File: config.mk
export PLATFORM = sky130hd
export DESIGN_NAME = ccd_consumer_reader
export DESIGN_NICKNAME = d
export VERILOG_FILES = /design/src/rtl/ccd_consumer_reader.sv
export SDC_FILE = /design/constraint.sdc
export NUM_CORES = 1
export LEC_CHECK = 0
export CORE_ASPECT_RATIO = 0.7
export CORE_MARGIN = 3
export CORE_UTILIZATION = 50
export CTS_CLUSTER_DIAMETER = 50
export DETAILED_ROUTE_END_ITERATION = 10
export PLACE_DENSITY = 0.89
export REMOVE_ABC_BUFFERS = 1
export SLEW_MARGIN = 20
export SYNTH_ARGS = -nofsm -noshare
export SYNTH_HDL_FRONTEND = slang
export SYNTH_SLANG_ARGS = --single-unit
File: constraint.sdc
create_clock -name con_clk -period 2.1 [get_ports con_clk]
set_input_delay 0.42 -clock con_clk [delete_from_list [all_inputs] [get_ports con_clk]]
set_output_delay 0.42 -clock con_clk [all_outputs]
set_load 0.01 [all_outputs]
File: src/rtl/ccd_consumer_reader.sv
// Consumer-side async FIFO reader: paced reads, skid buffer, word count.
// Single clock domain (con_clk), synchronous active-high reset.
module ccd_consumer_reader #(
   parameter int DATA_WIDTH  = 8,
   parameter int IDLE_CYCLES = 1,
   parameter int BUF_DEPTH   = 2,
   parameter int CNT_WIDTH   = 16
) (
   input  logic                  con_clk,
   input  logic                  con_rst,
   input  logic                  enable,
   input  logic                  fifo_empty,
   output logic                  fifo_rd_en,
   input  logic [DATA_WIDTH-1:0] fifo_rd_data,
   output logic                  out_valid,
   output logic [DATA_WIDTH-1:0] out_data,
   input  logic                  out_ready,
   output logic [CNT_WIDTH-1:0]  rd_count,
   output logic                  busy
);

   localparam int PW = $clog2(BUF_DEPTH);
   localparam int OW = PW + 1;
   localparam int GW = $clog2(IDLE_CYCLES + 2);
   localparam logic [OW-1:0] DEPTH = OW'(BUF_DEPTH);
   localparam logic [GW-1:0] GAP_LOAD =
      (IDLE_CYCLES > 0) ? GW'(IDLE_CYCLES - 1) : '0;

   typedef enum logic {
      S_ARMED,
      S_GAP
   } state_t;

   state_t                state;
   state_t                state_nxt;
   logic [GW-1:0]         gap_cnt;
   logic [GW-1:0]         gap_nxt;
   logic                  pending;
   logic [OW-1:0]         occ;
   logic [PW-1:0]         wr_ptr;
   logic [PW-1:0]         rd_ptr;
   logic [DATA_WIDTH-1:0] mem [BUF_DEPTH];
   logic                  room;
   logic                  rd_en;
   logic                  push;
   logic                  pop;

   // In-flight read counts as occupied; same-cycle pops free nothing.
   assign room = (occ + OW'(pending)) < DEPTH;
   assign push = pending;
   assign pop  = out_valid & out_ready;

   always_comb begin
      state_nxt = state;
      gap_nxt   = gap_cnt;
      rd_en     = 1'b0;
      case (state)
         S_ARMED: begin
            rd_en = enable & ~fifo_empty & room;
            if (rd_en && (IDLE_CYCLES > 0)) begin
               state_nxt = S_GAP;
               gap_nxt   = GAP_LOAD;
            end
         end
         S_GAP: begin
            if (gap_cnt == '0)
               state_nxt = S_ARMED;
            else
               gap_nxt = gap_cnt - GW'(1);
         end
         default: state_nxt = S_ARMED;
      endcase
   end

   always_ff @(posedge con_clk) begin
      if (con_rst) begin
         state    <= S_ARMED;
         gap_cnt  <= '0;
         pending  <= 1'b0;
         occ      <= '0;
         wr_ptr   <= '0;
         rd_ptr   <= '0;
         rd_count <= '0;
         for (int i = 0; i < BUF_DEPTH; i++)
            mem[i] <= '0;
      end else begin
         state   <= state_nxt;
         gap_cnt <= gap_nxt;
         pending <= rd_en;
         if (rd_en)
            rd_count <= rd_count + CNT_WIDTH'(1);
         if (push) begin
            mem[wr_ptr] <= fifo_rd_data;
            wr_ptr      <= wr_ptr + PW'(1);
         end
         if (pop)
            rd_ptr <= rd_ptr + PW'(1);
         case ({push, pop})
            2'b10:   occ <= occ + OW'(1);
            2'b01:   occ <= occ - OW'(1);
            default: occ <= occ;
         endcase
      end
   end

   assign fifo_rd_en = rd_en;
   assign out_valid  = (occ != '0);
   assign out_data   = mem[rd_ptr];
   assign busy       = pending | (occ != '0) | (state == S_GAP);

endmodule

==> impl_metrics.ini, run 1 <==
[power_and_ir_drop]
irDropWorstVdd_mv = 0.5033
combPwrFrac = 0.144
clock_power_share = 0.357
leakage_nw = 0.8797
internal_power_mw = 1.367
p_switching_mw = 0.4286
switching_share = 0.2387
p_per_area_mw_per_mm2 = 734.3
p_seq_frac = 0.499

[synth]
yosys_warnings = 0
ys_types = 36
syn_area_mm2 = 0.001856
syn_inst = 173
ys_ff_latch = 41
yosysSeqAreaShare = 0.5287
avgSynthCellArea_um2 = 10.73

[cells_and_area]
layout.nets = 237
diodes = 0
drive_gt1_frac = 0.1486
final_cells = 269
layout-area-overhead-vs-synth_pct = 31.76

[timing]
hold_ws_ns = 0.4850
clock_skew_ns = 0.007756
fmax_mhz = 495.1
layout_min_cycle_time_ns = 2.020
max_slew_margin = 0.4812
finalHoldViolations = 0
layout_worst_path_cycle_share = 0.9618
finalWorstSetupSlack_ns = 0.08020
setup_violations = 0
rsz0062_at_grt = no
slew_violations = 0
fin_tns_setup_ns = 0
worstMarginPinSlew_ns = 0.7723

[placed_design]
place_ws_ns = -0.09193
dpl.hpwl_um = 2776
post-place-cells = 261
gp_congestion = 0.7112
port-buffer-count = 39

[cts]
htreeDepth = 2
clk_latency_ns = 0.30
cts_tree = done
clk_path_buf_depth = 2
cts_made_buffers = 5
cts_sinks = 41
cts_root_buf = clkbuf_8
clkTransAtPathRegs_ns = 0.08

[route]
drc = 0
wl_per_cell_um = 14.64
drtIter0Drc = 73
vias = 1444
postRouteAntennaNets = 0
totalWireLength_um = 3938
vias_per_cell = 5.368
firstDrtPassIters = 4

[setup_path]
cp_cell_sequence = mux2_2, clkdlybuf4s50_1
critPathLaunchType = register
crit_required_ns = 1.68
worst-path-max-fanout = 8
endpoint_kind = primary output
cp_data_arrival_time_ns = 1.60
critical_path_class = reg -> out
max_stage_delay_ns = 0.50
cp_slowest_cell = clkdlybuf4s50_1

[global_route]
grtUsageTotal = 0.1896
grt_pass1_wl_um = 6596
gr-total-overflow = 0
grt_pass1_vias = 1436
antenna_found_initial = 0
grt_max_degree = 31

[flow_run]
maxCapViolCount = 0

[die]
fp.coreArea_mm2 = 0.003339
fp-row-count = 17
io_pins = 40
die_x_um = 78.81
start_util = 0.5556
die_area_mm2 = 0.004490
dieHeight_um = 56.97

[status]
status = completed

[hold_path]
hp-class = reg -> reg
## synthesized netlist by cell type (all sizes together)
| library cell | number | area share |
|---|---|---|
| dfxtp | 25 | 0.27 |
| and2 | 18 | 0.061 |
| edfxtp | 16 | 0.26 |
| nor2 | 15 | 0.030 |
| a21oi | 13 | 0.037 |
| mux2 | 10 | 0.061 |
| inv | 8 | 0.016 |
| o21ai | 6 | 0.016 |
| or3 | 6 | 0.020 |
| o31ai | 5 | 0.020 |
| or4 | 5 | 0.020 |
| clkbuf | 4 | 0.0081 |
| nand2 | 4 | 0.0081 |
| nand3 | 4 | 0.011 |
| xnor2 | 4 | 0.019 |
| xor2 | 4 | 0.019 |
| ha | 3 | 0.020 |
| and3 | 2 | 0.0067 |
| buf | 2 | 0.010 |
| nand2b | 2 | 0.0067 |
| nand4 | 2 | 0.0067 |
| nor3 | 2 | 0.0054 |
| nor4 | 2 | 0.0067 |
| o2111ai | 2 | 0.013 |
| or2 | 2 | 0.0067 |
| a21o | 1 | 0.0040 |
| a31oi | 1 | 0.0034 |
| and4 | 1 | 0.0047 |
| mux2i | 1 | 0.0054 |
| nor2b | 1 | 0.0034 |
| nor3b | 1 | 0.010 |
| o211ai | 1 | 0.011 |
## timing repair
item	CTS	global route
setup endpoints to repair	10	0
buffers inserted	0	0
gates resized for setup	3	0
hold buffers	0	0
## path summary, 6_finish.rpt
| path | startpoint | endpoint | slack (ns) | cells past startpoint |
|---|---|---|---|---|
| min reg2reg | gap_cnt[0] | gap_cnt[0] | 0.49 | 2 |
| max reg2reg | rd_count[6] | rd_count[15] | 0.26 | 4 |
| max | register | out_data[2] | 0.08 | 2 |
| min | gap_cnt[0] | gap_cnt[0] | 0.49 | 2 |
## cell type report
| class | count | area (um2) |
|---|---|---|
| sequential | 41 | 982.2 |
| fill | 243 | 894.6 |
| multi-input combinational | 118 | 810.8 |
| timing repair buffer | 47 | 447.9 |
| clock buffer | 5 | 68.82 |
| tap | 47 | 58.81 |
| clock inverter | 3 | 46.29 |
| inverter | 8 | 30.03 |
## critical path: cells and delay by family (launching register included)
kind | cells | cell delay (ns)
buffers and inverters | 1 | 0.50
DFF | 1 | 0.44
muxes | 1 | 0.36
## state kept, by name (all words and copies together), names as in the netlist, named ones only
register	flops
rd_ptr	1
gap_cnt	2
state	1
occ	2
rd_count	16
pending	1
mem	16
wr_ptr	1
## placed cells by master (no fill, tap or decap), types with 3 or more instances in the layout
cell,n
a21oi_1,12
edfxtp_1,16
xnor2_1,4
nand2_1,4
dfxtp_1,24
o31ai_1,5
nor2_1,15
ha_1,3
inv_1,8
xor2_1,4
o21ai_0,5
mux2_2,10
or3_1,6
buf_4,8
clkdlybuf4s50_1,37
nand3_1,4
clkbuf_8,5
and2_1,18
or4_1,5
## power by group through the flow
stage	Sequential, mW	Combinational (mW)	Clock, mW
2_1_floorplan	0.906	0.129	0
3_3_place_gp	0.912	0.259	0
3_5_place_dp	0.913	0.264	0
4_1_cts	0.896	0.261	0.645
5_1_grt	0.902	0.280	0.682
6_report	0.895	0.259	0.641
## kinds of logic (layout without fill, tap and decap cells)
kind of cell,Yosys count,in the layout,share of synthesized area
and+or+nand+nor,67,67,0.2077
DFF,41,41,0.5287
AOI/OAI and AO/OA,29,29,0.1052
buffers and inverters,14,63,0.03439
muxes,11,11,0.06608
xor gates and xnor gates,8,8,0.03776
adders and majority gates,3,3,0.02023
## routing by layer
metal	global-route usage	up-vias	wire length, um
met5	0	-	0
met4	0.05882	0	36
met3	0.04574	4	201
met2	0.3083	43	1871
met1	0.2535	686	1830
li1	-	711	-
## metrics by stage
| stage | power, mW | util | area [um2] |
|---|---|---|---|
| floorplan | 1.035 | - | 1822 |
| global placement | 1.172 | 0.6980 | 2331 |
| detailed placement | 1.177 | 0.6980 | 2331 |
| CTS | 1.801 | 0.7321 | 2445 |
| global route | 1.864 | 0.7321 | 2445 |
| finish | 1.795 | 0.7321 | 2445 |
No activity file was read; power rests on OpenSTA's default activity.
==> run 2: changes to the inputs <==
==> constraint.sdc (replaced) <==
create_clock -name con_clk -period 2.1 [get_ports con_clk]
set_input_delay 0.21 -clock con_clk [delete_from_list [all_inputs] [get_ports con_clk]]
set_output_delay 0.21 -clock con_clk [all_outputs]
set_load 0.01 [all_outputs]
==> impl_metrics.ini, run 2 (same netlist as run 1, synthesis figures left out) <==
[status]
status = completed

[setup_path]
endpoint_kind = primary output
crit_start = occ[0]
rr_worst_depth = 4
critical_path_class = reg -> out
crit_required_ns = 1.89
r2r_start = rd_count[6]
worst-path-max-fanout = 5
cp_cell_sequence = or2_2, or3_1, clkdlybuf4s50_1
critPathLaunchType = register
worstReg2RegEnd = rd_count[15]
cp_data_arrival_time_ns = 1.75
max_stage_delay_ns = 0.49
ff2ff_setup_slack_ns = 0.31
cp_slowest_cell = clkdlybuf4s50_1

[cts]
postCtsSetupRepairBufs = 0
cts_root_buf = clkbuf_8
ctsResizeCount = 0
clk_path_buf_depth = 2
clk_latency_ns = 0.29
cts_hold_buf = 0
clkTransAtPathRegs_ns = 0.08
cts_made_buffers = 5
cts_tree = done
cts_sinks = 41
htreeDepth = 2

[hold_path]
hp-class = reg -> reg
whs_path_depth = 2
hold_end = gap_cnt[0]
hp-start = gap_cnt[0]

[route]
dr_wl_met3_um = 206
wl_met2_um = 1693
postRouteAntennaNets = 0
drc = 0
vias_per_cell = 5.242
vias = 1384
firstDrtPassIters = 4
totalWireLength_um = 3716
top_layer = met4
drtIter0Drc = 107
met1_length_um = 1758
wl_per_cell_um = 14.08

[cells_and_area]
layout.area.seq_um2 = 982.2
layout.nets = 232
layout-area-overhead-vs-synth_pct = 29.67
final_cell_mix = 39 x clkdlybuf4s50_1, 24 x dfxtp_1, 18 x and2_1, 16 x edfxtp_1, 15 x nor2_1
final_area_mm2 = 0.002406
final_util = 0.7205
final_common_cell = clkdlybuf4s50_1
reg_top3 = mem x16, rd_count x16
drive_gt1_frac = 0.1336
n_fill_cell = 254
multi_input_area_um2 = 812.0
diodes = 0
final_cells = 264

[power_and_ir_drop]
irDropWorstVdd_mv = 0.5521
leakage_nw = 0.8482
p_per_area_mw_per_mm2 = 724.4
finalPower_mw = 1.743

[timing]
fin_tns_setup_ns = 0
layout_min_cycle_time_ns = 1.963
max_slew_margin = 0.4860
slew_violations = 0
worstMarginPinSlew_ns = 0.7651
finalHoldViolations = 0
rsz0062_at_grt = no
fmax_mhz = 509.3
hold_ws_ns = 0.4797
setup_violations = 0
finalWorstSetupSlack_ns = 0.1365
clock_skew_ns = 0.004771
layout_worst_path_cycle_share = 0.9350

[die]
start_util = 0.5556
die_area_mm2 = 0.004490
io_pins = 40
fp.coreArea_mm2 = 0.003339
die_x_um = 78.81
fp-row-count = 17
dieHeight_um = 56.97

[placed_design]
dpl.hpwl_um = 2732
place_area_mm2 = 0.002293
gp_congestion = 0.7721
post-place-cells = 256
port-buffer-count = 39
place_ws_ns = 0.09570

[global_route]
grt_max_degree = 31
grt_pass1_wl_um = 6113
grt_pass1_vias = 1349
grtUsageTotal = 0.1764
gr-total-overflow = 0
antenna_found_initial = 0

[flow_run]
maxCapViolCount = 0
==> run 2: cell count changes in the layout (fill, tap and decap cells not counted), sizes merged <==
cell,previous run,this run
bufinv,1,0
clkbuf,5,6
dlygate4sd2,2,0
clkdlybuf4s50,37,39
buf,8,3
==> run 2: how the worst max path moves through the flow <==
stage | endpoint | slack, ns
after detailed placement | rd_count[14] | 0.1
final | busy | 0.14
after CTS | fifo_rd_en | 0.07
after floorplan | occ[1] | 0.42
after global routing | fifo_rd_en | 0.02
after global placement | rd_count[15] | 0.14
==> run 2: critical path, delay by kind of cell (launching register included) <==
| kind | cells | cell delay (ns) |
|---|---|---|
| flops | 1 | 0.36 |
| buf+inv | 1 | 0.49 |
| simple gates | 2 | 0.62 |
==> run 2: layout make-up <==
type                       instances  area share
tap                               47     0.02444
clock inverter                     2    0.006760
clock buffer                       6     0.03900
sequential                        41      0.4082
multi-input combinational        118      0.3375
inverter                           8     0.01248
timing repair buffer              42      0.1716
==> run 2: power by group <==
group,internal (mW),switching [mW]
combinational,0.150,0.107
clock,0.308,0.283
sequential,0.861,0.0336
==> run 2: metal layers <==
layer / GRT usage / vias to the layer above
met1: 0.2414 / 643
met2: 0.2696 / 34
li1: - / 700
met3: 0.05047 / 7
met5: 0 / -
met4: 0.06373 / 0
==> run 3: changes to the inputs <==
--- a/config.mk
+++ b/config.mk
@@ -10,6 +10,7 @@
 export CORE_UTILIZATION = 50
 export CTS_CLUSTER_DIAMETER = 50
 export DETAILED_ROUTE_END_ITERATION = 10
+export GPL_ROUTABILITY_DRIVEN = 0
 export PLACE_DENSITY = 0.89
 export REMOVE_ABC_BUFFERS = 1
 export SLEW_MARGIN = 20
==> results of run 3 <==
No change in the layout: final DEF, timing and power equal those of run 2.
